[src/rtl/matmul_seq_ctrl.sv]
// Sequencing controller for the UART matrix multiplier: header/operand loading, multiplier launch, result streaming.
// Define MATMUL_SEQ_CTRL_TIMEOUT_EN to abort a stalled receive after TIMEOUT_CYCLES idle cycles.
module matmul_seq_ctrl #(
    parameter int MAX_DIM        = 8,
    parameter int RES_BYTES      = 2,
    parameter int TIMEOUT_CYCLES = 1_000_000,
    localparam int AW            = $clog2(MAX_DIM * MAX_DIM)
) (
    input  logic                   clk,
    input  logic                   rst,
    input  logic                   rx_valid,
    input  logic [7:0]             rx_data,
    input  logic                   tx_busy,
    output logic                   tx_start,
    output logic [7:0]             tx_data,
    output logic                   a_we,
    output logic                   b_we,
    output logic [AW-1:0]          wr_addr,
    output logic [7:0]             wr_data,
    output logic                   mult_start,
    input  logic                   mult_done,
    output logic [3:0]             dim_m,
    output logic [3:0]             dim_k,
    output logic [3:0]             dim_n,
    output logic [AW-1:0]          res_raddr,
    input  logic [8*RES_BYTES-1:0] res_data,
    output logic                   busy,
    output logic                   err,
    output logic [3:0]             state
);

    localparam int PW = AW + 1;
    localparam int RW = 8 * RES_BYTES;

    if (MAX_DIM < 2 || MAX_DIM > 15) begin : g_bad_max_dim
        $error("MAX_DIM must be in 2..15");
    end
    if (RES_BYTES < 1 || RES_BYTES > 4) begin : g_bad_res_bytes
        $error("RES_BYTES must be in 1..4");
    end
    if (TIMEOUT_CYCLES < 2) begin : g_bad_timeout
        $error("TIMEOUT_CYCLES must be at least 2");
    end

    typedef enum logic [3:0] {
        S_IDLE      = 4'd0,
        S_GET_K     = 4'd1,
        S_GET_N     = 4'd2,
        S_LOAD_A    = 4'd3,
        S_LOAD_B    = 4'd4,
        S_START     = 4'd5,
        S_COMPUTE   = 4'd6,
        S_FETCH     = 4'd7,
        S_FETCH_LAT = 4'd8,
        S_SEND      = 4'd9,
        S_TX_WAIT   = 4'd10,
        S_ERROR     = 4'd11
    } state_t;

    state_t          state_q, state_d;
    logic [3:0]      dim_m_q, dim_m_d, dim_k_q, dim_k_d, dim_n_q, dim_n_d;
    logic            bad_q, bad_d;
    logic [AW-1:0]   cnt_q, cnt_d;
    logic [1:0]      bidx_q, bidx_d;
    logic [RW-1:0]   shift_q, shift_d;
    logic            err_job_q, err_job_d;
    logic            guard_q, guard_d;
    logic            tx_start_q, tx_start_d;
    logic [7:0]      tx_data_q, tx_data_d;
    logic            mult_start_q, mult_start_d;
    logic [AW-1:0]   res_raddr_q, res_raddr_d;
    logic            err_q, err_d;
`ifdef MATMUL_SEQ_CTRL_TIMEOUT_EN
    logic [31:0]     idle_cnt_q, idle_cnt_d;
`endif

    logic [PW-1:0]   mk, kn, mn;
    logic            a_last, b_last, res_last, elem_done;

    // Products are one bit wider than the address so MAX_DIM*MAX_DIM never wraps.
    assign mk = PW'(dim_m_q) * PW'(dim_k_q);
    assign kn = PW'(dim_k_q) * PW'(dim_n_q);
    assign mn = PW'(dim_m_q) * PW'(dim_n_q);

    assign a_last    = ({1'b0, cnt_q} == mk - PW'(1));
    assign b_last    = ({1'b0, cnt_q} == kn - PW'(1));
    assign res_last  = ({1'b0, cnt_q} == mn - PW'(1));
    assign elem_done = (bidx_q == 2'(RES_BYTES - 1));

    function automatic logic dim_bad(input logic [7:0] v);
        return (v == 8'd0) || (v > 8'(MAX_DIM));
    endfunction

    always_comb begin
        state_d      = state_q;
        dim_m_d      = dim_m_q;
        dim_k_d      = dim_k_q;
        dim_n_d      = dim_n_q;
        bad_d        = bad_q;
        cnt_d        = cnt_q;
        bidx_d       = bidx_q;
        shift_d      = shift_q;
        err_job_d    = err_job_q;
        guard_d      = guard_q;
        tx_start_d   = 1'b0;
        tx_data_d    = tx_data_q;
        mult_start_d = 1'b0;
        res_raddr_d  = res_raddr_q;
        err_d        = err_q;
        case (state_q)
            S_IDLE: if (rx_valid) begin
                dim_m_d = rx_data[3:0];
                bad_d   = dim_bad(rx_data);
                err_d   = 1'b0;
                state_d = S_GET_K;
            end
            S_GET_K: if (rx_valid) begin
                dim_k_d = rx_data[3:0];
                bad_d   = bad_q | dim_bad(rx_data);
                state_d = S_GET_N;
            end
            S_GET_N: if (rx_valid) begin
                dim_n_d = rx_data[3:0];
                cnt_d   = '0;
                state_d = (bad_q || dim_bad(rx_data)) ? S_ERROR : S_LOAD_A;
            end
            S_LOAD_A: if (rx_valid) begin
                if (a_last) begin
                    cnt_d   = '0;
                    state_d = S_LOAD_B;
                end else begin
                    cnt_d = cnt_q + AW'(1);
                end
            end
            S_LOAD_B: if (rx_valid) begin
                if (b_last) begin
                    // Raise the start pulse on the transition so it is visible during START.
                    cnt_d        = '0;
                    mult_start_d = 1'b1;
                    state_d      = S_START;
                end else begin
                    cnt_d = cnt_q + AW'(1);
                end
            end
            S_START: state_d = S_COMPUTE;
            S_COMPUTE: if (mult_done) begin
                cnt_d       = '0;
                res_raddr_d = '0;
                state_d     = S_FETCH;
            end
            S_FETCH: state_d = S_FETCH_LAT;
            S_FETCH_LAT: begin
                shift_d   = res_data;
                bidx_d    = 2'd0;
                err_job_d = 1'b0;
                state_d   = S_SEND;
            end
            S_SEND: if (!tx_busy) begin
                tx_start_d = 1'b1;
                tx_data_d  = shift_q[RW-1 -: 8];
                guard_d    = 1'b1;
                state_d    = S_TX_WAIT;
            end
            S_TX_WAIT: begin
                // The first cycle after tx_start ignores tx_busy, which may not have risen yet.
                if (guard_q) begin
                    guard_d = 1'b0;
                end else if (!tx_busy) begin
                    if (!elem_done) begin
                        bidx_d  = bidx_q + 2'd1;
                        shift_d = shift_q << 8;
                        state_d = S_SEND;
                    end else if (err_job_q || res_last) begin
                        state_d = S_IDLE;
                    end else begin
                        cnt_d       = cnt_q + AW'(1);
                        res_raddr_d = cnt_q + AW'(1);
                        state_d     = S_FETCH;
                    end
                end
            end
            S_ERROR: begin
                err_d             = 1'b1;
                err_job_d         = 1'b1;
                shift_d           = '0;
                shift_d[RW-1 -: 8] = 8'hEE;
                bidx_d            = 2'(RES_BYTES - 1);
                state_d           = S_SEND;
            end
            default: state_d = S_IDLE;
        endcase
`ifdef MATMUL_SEQ_CTRL_TIMEOUT_EN
        idle_cnt_d = '0;
        if ((state_q inside {S_GET_K, S_GET_N, S_LOAD_A, S_LOAD_B}) && !rx_valid) begin
            if (idle_cnt_q == 32'(TIMEOUT_CYCLES - 1)) begin
                state_d = S_ERROR;
            end else begin
                idle_cnt_d = idle_cnt_q + 32'd1;
            end
        end
`endif
    end

    always_ff @(posedge clk or posedge rst) begin
        if (rst) begin
            state_q      <= S_IDLE;
            dim_m_q      <= '0;
            dim_k_q      <= '0;
            dim_n_q      <= '0;
            bad_q        <= 1'b0;
            cnt_q        <= '0;
            bidx_q       <= '0;
            shift_q      <= '0;
            err_job_q    <= 1'b0;
            guard_q      <= 1'b0;
            tx_start_q   <= 1'b0;
            tx_data_q    <= '0;
            mult_start_q <= 1'b0;
            res_raddr_q  <= '0;
            err_q        <= 1'b0;
`ifdef MATMUL_SEQ_CTRL_TIMEOUT_EN
            idle_cnt_q   <= '0;
`endif
        end else begin
            state_q      <= state_d;
            dim_m_q      <= dim_m_d;
            dim_k_q      <= dim_k_d;
            dim_n_q      <= dim_n_d;
            bad_q        <= bad_d;
            cnt_q        <= cnt_d;
            bidx_q       <= bidx_d;
            shift_q      <= shift_d;
            err_job_q    <= err_job_d;
            guard_q      <= guard_d;
            tx_start_q   <= tx_start_d;
            tx_data_q    <= tx_data_d;
            mult_start_q <= mult_start_d;
            res_raddr_q  <= res_raddr_d;
            err_q        <= err_d;
`ifdef MATMUL_SEQ_CTRL_TIMEOUT_EN
            idle_cnt_q   <= idle_cnt_d;
`endif
        end
    end

    assign a_we       = rx_valid && (state_q == S_LOAD_A);
    assign b_we       = rx_valid && (state_q == S_LOAD_B);
    assign wr_addr    = cnt_q;
    assign wr_data    = rx_data;
    assign tx_start   = tx_start_q;
    assign tx_data    = tx_data_q;
    assign mult_start = mult_start_q;
    assign dim_m      = dim_m_q;
    assign dim_k      = dim_k_q;
    assign dim_n      = dim_n_q;
    assign res_raddr  = res_raddr_q;
    assign busy       = (state_q != S_IDLE);
    assign err        = err_q;
    assign state      = state_q;

endmodule

[config.mk]
export PLATFORM = sky130hd
export DESIGN_NAME = matmul_seq_ctrl
export DESIGN_NICKNAME = d
export VERILOG_FILES = /design/src/rtl/matmul_seq_ctrl.sv
export SDC_FILE = /design/constraint.sdc
export NUM_CORES = 1
export LEC_CHECK = 0
export CORE_UTILIZATION = 50
export DETAILED_ROUTE_END_ITERATION = 10
export GPL_TIMING_DRIVEN = 0
export PLACE_DENSITY = 0.76
export SYNTH_ARGS = -nofsm -noshare
export SYNTH_HDL_FRONTEND = slang
export SYNTH_SLANG_ARGS = --single-unit
export TNS_END_PERCENT = 10
[constraint.sdc]
create_clock -name clk -period 10.4 [get_ports clk]
set_clock_uncertainty 0.05 [all_clocks]
set_input_delay 1.04 -clock clk [delete_from_list [all_inputs] [get_ports clk]]
set_output_delay 1.04 -clock clk [all_outputs]
set_load 0.1 [all_outputs]
==> metrics.md, run 1 <==
| Metric | Value |
|---|---|
| Number of flops mapped to enable cells by yosys | 0 |
| #FFs+latches synth | 60 |
| Placer Congestion | 0.927 |
| CORE AREA | 0.00920 mm² |
| Crit Reg-Reg Endpoint | res_raddr[3] |
| Startpoint of the worst setup timing path | dim_n[2] |
| Vias per cell | 5.56 |
| Largest fanout on the critical path | 9 |
| Finish-stage setup viols | 0 |
| Leading cell types in the layout, fill and taps excluded | nand2_1 (82), clkdlybuf4s50_1 (78), dfrtp_1 (60) |
| Number of setup buffers added after CTS | 0 |
| Setup tns final | 0 ns |
| Clk root buf | clkbuf_8 |
| WS Path Type | flip-flop to flip-flop |
| Routed len/inst | 16.4 µm |
| Cells after synthesis | 515 |
| PortBufs | 78 |
| Initial antenna violation count | 0 |
| Via count | 4009 |
| DRT Pass-1 Iters | 5 |
| FFs w/ async S/R, synth | 100% |
| Die width | 99.4 µm |
| Syn_area_per_cell | 9.22 µm² |
| Final HPWL DP | 8.92 mm |
| Layout cells sized above 1 | 12.1% |
| Nets | 690 |
| # rows | 35 |
| DRC | 0 |
| Worst Hold Class | flip-flop to flip-flop |
| Fill cells | 760 |
| Tmin final | 4.69 ns |
| Total gr overflow | 0 |
| CTS tree | yes |
| Mapped Nets | 600 |
| Synth area leader | dfrtp_1 |
| Top cell type's share of synthesized area | 31.6% |
| Required time of the critical path | 10.61 ns |
| Commonest non-fill, non-tap cell in the layout | nand2_1 |
| Outcome | completed |
| Die Height | 99.4 µm |
| CTS Buf Count | 9 |
| First-pass GRT wire length | 20.0 mm |
| Clock buffer depth | 2 |
| I/O pin count | 79 |
| Synth unique cells | 59 |
| RSZ-0062 raised after global routing | false |
| ANT cells | 0 |
| Seq/Total Area, Yosys | 31.6% |
| Setup crit start kind | flip-flop |
| # resized after CTS | 0 |
| Initial core utilization | 51.6% |
| Reg-to-reg startpoint | dim_n[2] |
| Crit path DAT | 4.91 ns |
| Worst R2R Setup Slack | 5.71 ns |
| Clock slew at the register clock pins of the worst setup and hold paths | 0.08 ns |
| Hold-fix buffers, CTS | 0 |
| Least-Margin Pin Slew | 0.999 ns |
| Critical path endpoint category | flip-flop |
| Final WL | 11.8 mm |
| Mapped Area | 0.00475 mm² |
| H-Tree Depth | 3 |
| Synth top area cells | dfrtp_1 (32%), ha_1 (11%), nand2_1 (6.5%) |
| Clk Latency, worst-skew pair | 0.35 ns |
| Die area | 0.00989 mm² |
| Area Overhead vs Synth | 24.0% |
| Max Slew Vio Count | 0 |
| Reg2Reg Depth | 14 |
| YS warnings | 0 |
| Fin crit share | 45.1% |
| Tot GR Track Use | 25.9% |
| Max Clock Freq | 213 MHz |
| Initial detailed-routing violation count | 186 |
| Vias in the first global route | 4136 |
| Primary FF master, synth | dfrtp_1 |
| Routed Antenna Nets | 0 |
| Sink Count | 60 |
| Final Hold Viols | 0 |
| Slew headroom | 33.2% |
| Pin count of the biggest net entering global routing | 44 |
| Critical Path Sink | res_raddr[3] |
| Max_cap viols | 0 |
-- worst max-delay path, cell delays in order, from the launching register on --
cell and delay [ns]:
dfrtp_1 0.35, clkbuf_1 0.34, nand2_1 0.10, ha_1 0.32, fa_1 0.49, fa_1 0.54
inv_1 0.04, ha_1 0.35, a21oi_1 0.28, a21oi_1 0.11, nand4b_1 0.19, nor4_1 0.61
nor3_1 0.19, nand2_1 0.37, mux2i_1 0.25
-- synth_stat cells, types with 8 or more instances --
library cell	instances
a21oi_1	23
and2_1	18
buf_4	8
clkbuf_1	12
dfrtp_1	60
fa_1	15
ha_1	41
inv_1	43
mux2_2	23
nand2_1	82
nand3_1	10
nor2_1	20
o21ai_0	27
xnor2_1	25
xor2_1	13
-- cells by family (layout without fill, tap and decap cells) --
| kind of cell | count (synthesis) | count (layout) | share of synthesized area (%) |
|---|---|---|---|
| AOI/OAI and AO/OA | 90 | 90 | 12.4 |
| xor gates and xnor gates | 39 | 39 | 7.49 |
| adders and majority gates | 56 | 56 | 17.1 |
| buffers and inverters | 77 | 172 | 8.12 |
| DFF | 60 | 60 | 31.6 |
| muxes | 29 | 29 | 6.72 |
| and+or+nand+nor | 164 | 164 | 16.5 |
-- area by class of cell --
| cell class | count | area, µm² | area share (%) |
|---|---|---|---|
| Inverter | 45 | 169 | 2.87 |
| Multi-Input combinational cell | 378 | 2860 | 48.6 |
| Clock buffer | 9 | 124 | 2.10 |
| Tap cell | 111 | 139 | 2.36 |
| Sequential cell | 60 | 1500 | 25.5 |
| Buffer | 32 | 216 | 3.68 |
| Timing Repair Buffer | 79 | 801 | 13.6 |
| Clock inverter | 7 | 75.1 | 1.28 |
-- state kept, by name, summed over array words and instances, names as in the netlist --
name,count
err_job_q,1
state,4
dim_k,4
dim_m,4
res_raddr,6
shift_q,16
err,1
guard_q,1
wr_addr,6
tx_data,8
bidx_q,2
bad_q,1
tx_start,1
mult_start,1
dim_n,4
-- stage by stage --
stage	util, %	hold WS [ns]	cells	instance area (µm²)	setup WS, ns
2_1_floorplan	-	0.394	515	4750	5.71
3_3_place_gp	61.6	0.411	704	5670	5.92
3_5_place_dp	61.8	0.418	705	5690	5.82
4_1_cts	64.0	0.438	721	5890	5.79
5_1_grt	64.0	0.469	721	5890	5.49
6_report	64.0	0.438	721	5890	5.71
-- how the worst min path moves through the flow --
stage                startpoint           to  slack (ns)  cells after the start
floorplan           shift_q[10]  shift_q[10]        0.39                      2
finish               shift_q[3]   shift_q[3]        0.44                      2
global route        shift_q[12]  shift_q[12]        0.47                      2
CTS                  shift_q[8]   shift_q[8]        0.44                      2
detailed placement  shift_q[12]  shift_q[12]        0.42                      2
global placement     shift_q[8]   shift_q[8]        0.41                      2
-- metal layers --
layer  vias up  track usage [%]  part of all wire (%)
met5         -                0                     0
met1      1972             36.8                    47
met3        10             4.71                   4.8
met2       110             41.0                    47
li1       1917                -                     -
met4         0             6.33                  0.97
Power of run 1 is not shown: default switching activity piles up to over one toggle a cycle in this logic, so the estimate is an artifact.
==> run 2: changes to the inputs <==
==> constraint.sdc (replaced) <==
create_clock -name clk -period 4.5 [get_ports clk]
set_clock_uncertainty 0.05 [all_clocks]
set_input_delay 0.45 -clock clk [delete_from_list [all_inputs] [get_ports clk]]
set_output_delay 0.45 -clock clk [all_outputs]
set_load 0.1 [all_outputs]
==> metrics.md, run 2 (synthesis results as in run 1) <==
| Metric | Value |
|---|---|
| Final Hold Viols | 0 |
| Total gr overflow | 0 |
| RSZ-0062 raised after global routing | false |
| Clk Latency, worst-skew pair | 0.34 ns |
| Layout cells sized above 1 | 13.2% |
| Vias per cell | 5.65 |
| Required time of the critical path | 4.67 ns |
| Place WS | 0.139 ns |
| DRT Pass-1 Iters | 5 |
| Slew headroom | 32.9% |
| ANT cells | 0 |
| Tmin final | 4.27 ns |
| Clock slew at the register clock pins of the worst setup and hold paths | 0.08 ns |
| Initial antenna violation count | 0 |
| Tot GR Track Use | 24.6% |
| Outcome | completed |
| CORE AREA | 0.00920 mm² |
| Routed Antenna Nets | 0 |
| Hold path startpoint | shift_q[8] |
| I/O pin count | 79 |
| Worst hold endpoint | shift_q[8] |
| Final Util | 64.1% |
| Nets | 688 |
| Top reg by flops | shift_q |
| CTS tree | yes |
| Final WL | 11.5 mm |
| Fin crit share | 94.9% |
| Via count | 4060 |
| Hold path cells | 2 |
| Max_cap viols | 0 |
| GRT busiest layer | met2 |
| Reg2Reg Depth | 14 |
| Crit path DAT | 4.44 ns |
| Max Clock Freq | 234 MHz |
| First-pass GRT wire length | 19.4 mm |
| Met1 GRT Util | 35.0% |
| Leading cell types in the layout, fill and taps excluded | nand2_1 (82), clkdlybuf4s50_1 (78), dfrtp_1 (56) |
| Vias in the first global route | 3979 |
| Initial core utilization | 51.6% |
| Clk root buf | clkbuf_8 |
| Routed len/inst | 16.0 µm |
| Initial detailed-routing violation count | 205 |
| Critical path endpoint category | flip-flop |
| Met2 Track Usage GR | 39.6% |
| Max Slew Vio Count | 0 |
| Die area | 0.00989 mm² |
| Setup tns final | 0 ns |
| Crit Reg-Reg Endpoint | wr_addr[4] |
| CTS Buf Count | 9 |
| Sink Count | 60 |
| DRC | 0 |
| WS Path Type | flip-flop to flip-flop |
| Die Height | 99.4 µm |
| Largest fanout on the critical path | 10 |
| Pin count of the biggest net entering global routing | 34 |
| Post-route setup slack | 0.230 ns |
| Commonest non-fill, non-tap cell in the layout | nand2_1 |
| # rows | 35 |
| Placer Congestion | 0.925 |
| Final HPWL DP | 8.85 mm |
| Hold-fix buffers, CTS | 0 |
| Reg-to-reg startpoint | dim_m[0] |
| Global routing usage on met3 | 3.65% |
| Worst Hold Class | flip-flop to flip-flop |
| Final Hold Slack | 0.431 ns |
| Finish-stage setup viols | 0 |
| Clock buffer depth | 2 |
| Number of flip-flops under the largest register name | 16 |
| Number of setup buffers added after CTS | 0 |
| Area Overhead vs Synth | 24.2% |
| Die width | 99.4 µm |
| H-Tree Depth | 3 |
| Worst R2R Setup Slack | 0.23 ns |
| Setup crit start kind | flip-flop |
| Least-Margin Pin Slew | 1.00 ns |
| PortBufs | 78 |
## run 2: cell count changes in the layout (fill, tap and decap cells not counted)
cell / delta
dfrtp_1: -4
dfrtp_2: +4
clkbuf_1: -2
a21oi_1: -1
a21oi_2: +1
buf_2: -1
clkbuf_4: +1
clkinv_4: -1
inv_6: +1
nor4_1: -1
nor4_2: +1
## run 2: critical path: stages (launching register included)
cell and delay [ns]:
dfrtp_2 0.38, clkbuf_4 0.21, nand2_1 0.07, ha_1 0.32, fa_1 0.49, fa_1 0.54, inv_1 0.04, ha_1 0.36
nand3_1 0.16, a21o_1 0.19, and3_1 0.18, or4_4 0.54, o21ai_4 0.22, a21oi_2 0.08, a221o_1 0.31
## run 2: repair_timing
action	4_1_cts	5_1_grt
resized for setup	0	3
endpoints found under the setup margin	0	15
endpoints found under the hold margin	0	0
## run 2: how the worst max path moves through the flow
stage,start,to,slack [ns],cells after the start
after global placement,dim_n[2],wr_addr[4],0.20,14
after detailed placement,dim_k[2],state[0],0.14,14
after floorplan,dim_k[2],wr_addr[4],0.06,14
after CTS,dim_n[2],res_raddr[4],0.12,14
final,dim_m[0],wr_addr[4],0.23,14
after global routing,dim_m[0],wr_addr[4],0.02,14
## run 2: cell type report
cell class,count,area (µm²)
clock buffer,9,124
inverter,45,169
clock inverter,7,75.1
multi-input combinational,378,2870
tap,111,139
buffer,30,211
fill,778,3300
sequential,60,1510
timing repair buffer,79,801
## run 2: layer usage
metal | vias up | routed length, µm
met1 | 1981 | 5180
li1 | 1924 | -
met4 | 0 | 123
met3 | 13 | 670
met2 | 142 | 5520
met5 | - | 0
## run 2: through the flow
step                      area, µm²  instances
after CTS                      5890        721
after detailed placement       5690        705
final                          5900        719
after floorplan                4750        515
after global placement         5670        704
after global routing           5900        719
Power of run 2 is left out for the same reason.
==> run 3: changes to the inputs <==
--- a/config.mk
+++ b/config.mk
@@ -5,10 +5,10 @@
 export SDC_FILE = /design/constraint.sdc
 export NUM_CORES = 1
 export LEC_CHECK = 0
-export CORE_UTILIZATION = 50
+export CORE_UTILIZATION = 55
 export DETAILED_ROUTE_END_ITERATION = 10
 export GPL_TIMING_DRIVEN = 0
-export PLACE_DENSITY = 0.76
+export PLACE_DENSITY = 0.82
 export SYNTH_ARGS = -nofsm -noshare
 export SYNTH_HDL_FRONTEND = slang
 export SYNTH_SLANG_ARGS = --single-unit
==> metrics.md, run 3 (synthesis results as in run 1) <==
| Metric | Value |
|---|---|
| Sink Count | 60 |
| Hold path startpoint | shift_q[11] |
| Critical-path top delay cell | fa_1 |
| CTS tree | yes |
| First-pass GRT wire length | 19.4 mm |
| Worst Path Buf+Inv | 2 |
| Nets | 688 |
| Final HPWL DP | 9.13 mm |
| Placed Instance Area | 0.00568 mm² |
| Hold path cells | 2 |
| Area Overhead vs Synth | 24.0% |
| PortBufs | 78 |
| Top reg by flops | shift_q |
| # resized after CTS | 0 |
| Post-route cell area | 0.00589 mm² |
| Least-Margin Pin Slew | 0.991 ns |
| Total gr overflow | 0 |
| Cell family with most CP delay | adder cells |
| Clk Latency, worst-skew pair | 0.35 ns |
| Pin count of the biggest net entering global routing | 34 |
| Slew headroom | 33.7% |
| Critical path endpoint category | flip-flop |
| Tot GR Track Use | 28.2% |
| Max_cap viols | 0 |
| Die Height | 94.9 µm |
| Post-route setup slack | 0.200 ns |
| Place WS | 0.153 ns |
| Number of setup buffers added after CTS | 0 |
| Area of the multi-input gates | 0.00287 mm² |
| Die area | 0.00901 mm² |
| Vias per cell | 5.72 |
| Fin crit share | 95.6% |
| GRT busiest layer | met2 |
| Layout cells sized above 1 | 13.2% |
| Global routing usage on met3 | 4.51% |
| Setup crit start kind | flip-flop |
| Met2 Track Usage GR | 48.9% |
| CORE AREA | 0.00830 mm² |
| Tmin final | 4.30 ns |
| CP peak stage delay | 0.55 ns |
| Initial detailed-routing violation count | 251 |
| Vias in the first global route | 4124 |
| Placer Congestion | 0.918 |
| Fill cells | 659 |
| Worst hold endpoint | shift_q[11] |
| Reg-to-reg startpoint | dim_m[0] |
| Met1 GRT Util | 35.0% |
| Max Clock Freq | 233 MHz |
| Initial antenna violation count | 0 |
| ANT cells | 0 |
| Final Hold Viols | 0 |
| Commonest non-fill, non-tap cell in the layout | nand2_1 |
| Via count | 4077 |
| Crit Reg-Reg Endpoint | wr_addr[4] |
| FF+latch area | 0.00151 mm² |
| Clk root buf | clkbuf_8 |
| Leading cell types in the layout, fill and taps excluded | nand2_1 (82), clkdlybuf4s50_1 (78), dfrtp_1 (56) |
| Required time of the critical path | 4.68 ns |
| Largest fanout on the critical path | 10 |
| Crit path DAT | 4.48 ns |
| Max Slew Vio Count | 0 |
| Initial core utilization | 57.2% |
| DRC | 0 |
| Worst R2R Setup Slack | 0.20 ns |
| Clock slew at the register clock pins of the worst setup and hold paths | 0.08 ns |
| WS Path Type | flip-flop to flip-flop |
| Hold-fix buffers, CTS | 0 |
| CTS Buf Count | 9 |
| H-Tree Depth | 3 |
| Reg2Reg Depth | 14 |
| Die width | 94.9 µm |
| Worst Hold Class | flip-flop to flip-flop |
| I/O pin count | 79 |
| Final WL | 11.8 mm |
| Routed len/inst | 16.6 µm |
| Crit path cell chain | buf_2 -> nand2_1 -> ha_1 -> fa_1 -> fa_1 -> inv_1 -> ha_1 -> nand3_1 -> a21o_1 -> and3_1 -> or4_4 -> o21ai_4 -> a21oi_2 -> a221o_1 |
| Finish-stage setup viols | 0 |
| Setup tns final | 0 ns |
| Clock buffer depth | 2 |
| Number of flip-flops under the largest register name | 16 |
| Outcome | completed |
| Routed Antenna Nets | 0 |
| DRT Pass-1 Iters | 5 |
| # rows | 33 |
| RSZ-0062 raised after global routing | false |
| Final Util | 70.9% |
## run 3: changes by cell type in the layout (fill, tap and decap cells not counted), sizes merged
| cell | change |
|---|---|
| buf | +1 |
| clkbuf | -1 |
| clkinv | +1 |
| inv | -1 |
## run 3: metal layers
metal / wire length (µm) / up-vias
li1: - / 1910
met1: 5060 / 1972
met2: 5850 / 166
met3: 625 / 29
met4: 270 / 0
met5: 0 / -
## run 3: tightest hold or removal path: stages (launching register included)
cell     delay [ns]
dfrtp_1        0.35
nand2_1        0.04
o21ai_0        0.06
## run 3: how the worst max path moves through the flow
| stage | startpoint | end | slack (ns) | cells past startpoint |
|---|---|---|---|---|
| after CTS | dim_n[2] | wr_addr[4] | 0.12 | 14 |
| after floorplan | dim_k[2] | wr_addr[4] | 0.06 | 14 |
| after global routing | dim_m[0] | wr_addr[4] | 0.03 | 14 |
| final | dim_m[0] | wr_addr[4] | 0.20 | 14 |
| after detailed placement | dim_n[2] | wr_addr[4] | 0.15 | 14 |
| after global placement | dim_n[2] | wr_addr[4] | 0.20 | 14 |
## run 3: stage by stage
step / hold slack (ns) / instances
after floorplan: 0.394 / 515
after global placement: 0.406 / 698
after detailed placement: 0.415 / 699
after CTS: 0.433 / 715
after global routing: 0.448 / 713
final: 0.430 / 713
## run 3: area by class of cell
class	count	share of cell area, %
sequential	60	25.6
tap	105	2.23
timing repair buffer	79	13.6
buffer	30	3.55
clock inverter	7	1.28
inverter	45	2.87
clock buffer	9	2.10
multi-input combinational	378	48.8
Power of run 3 is left out for the same reason.
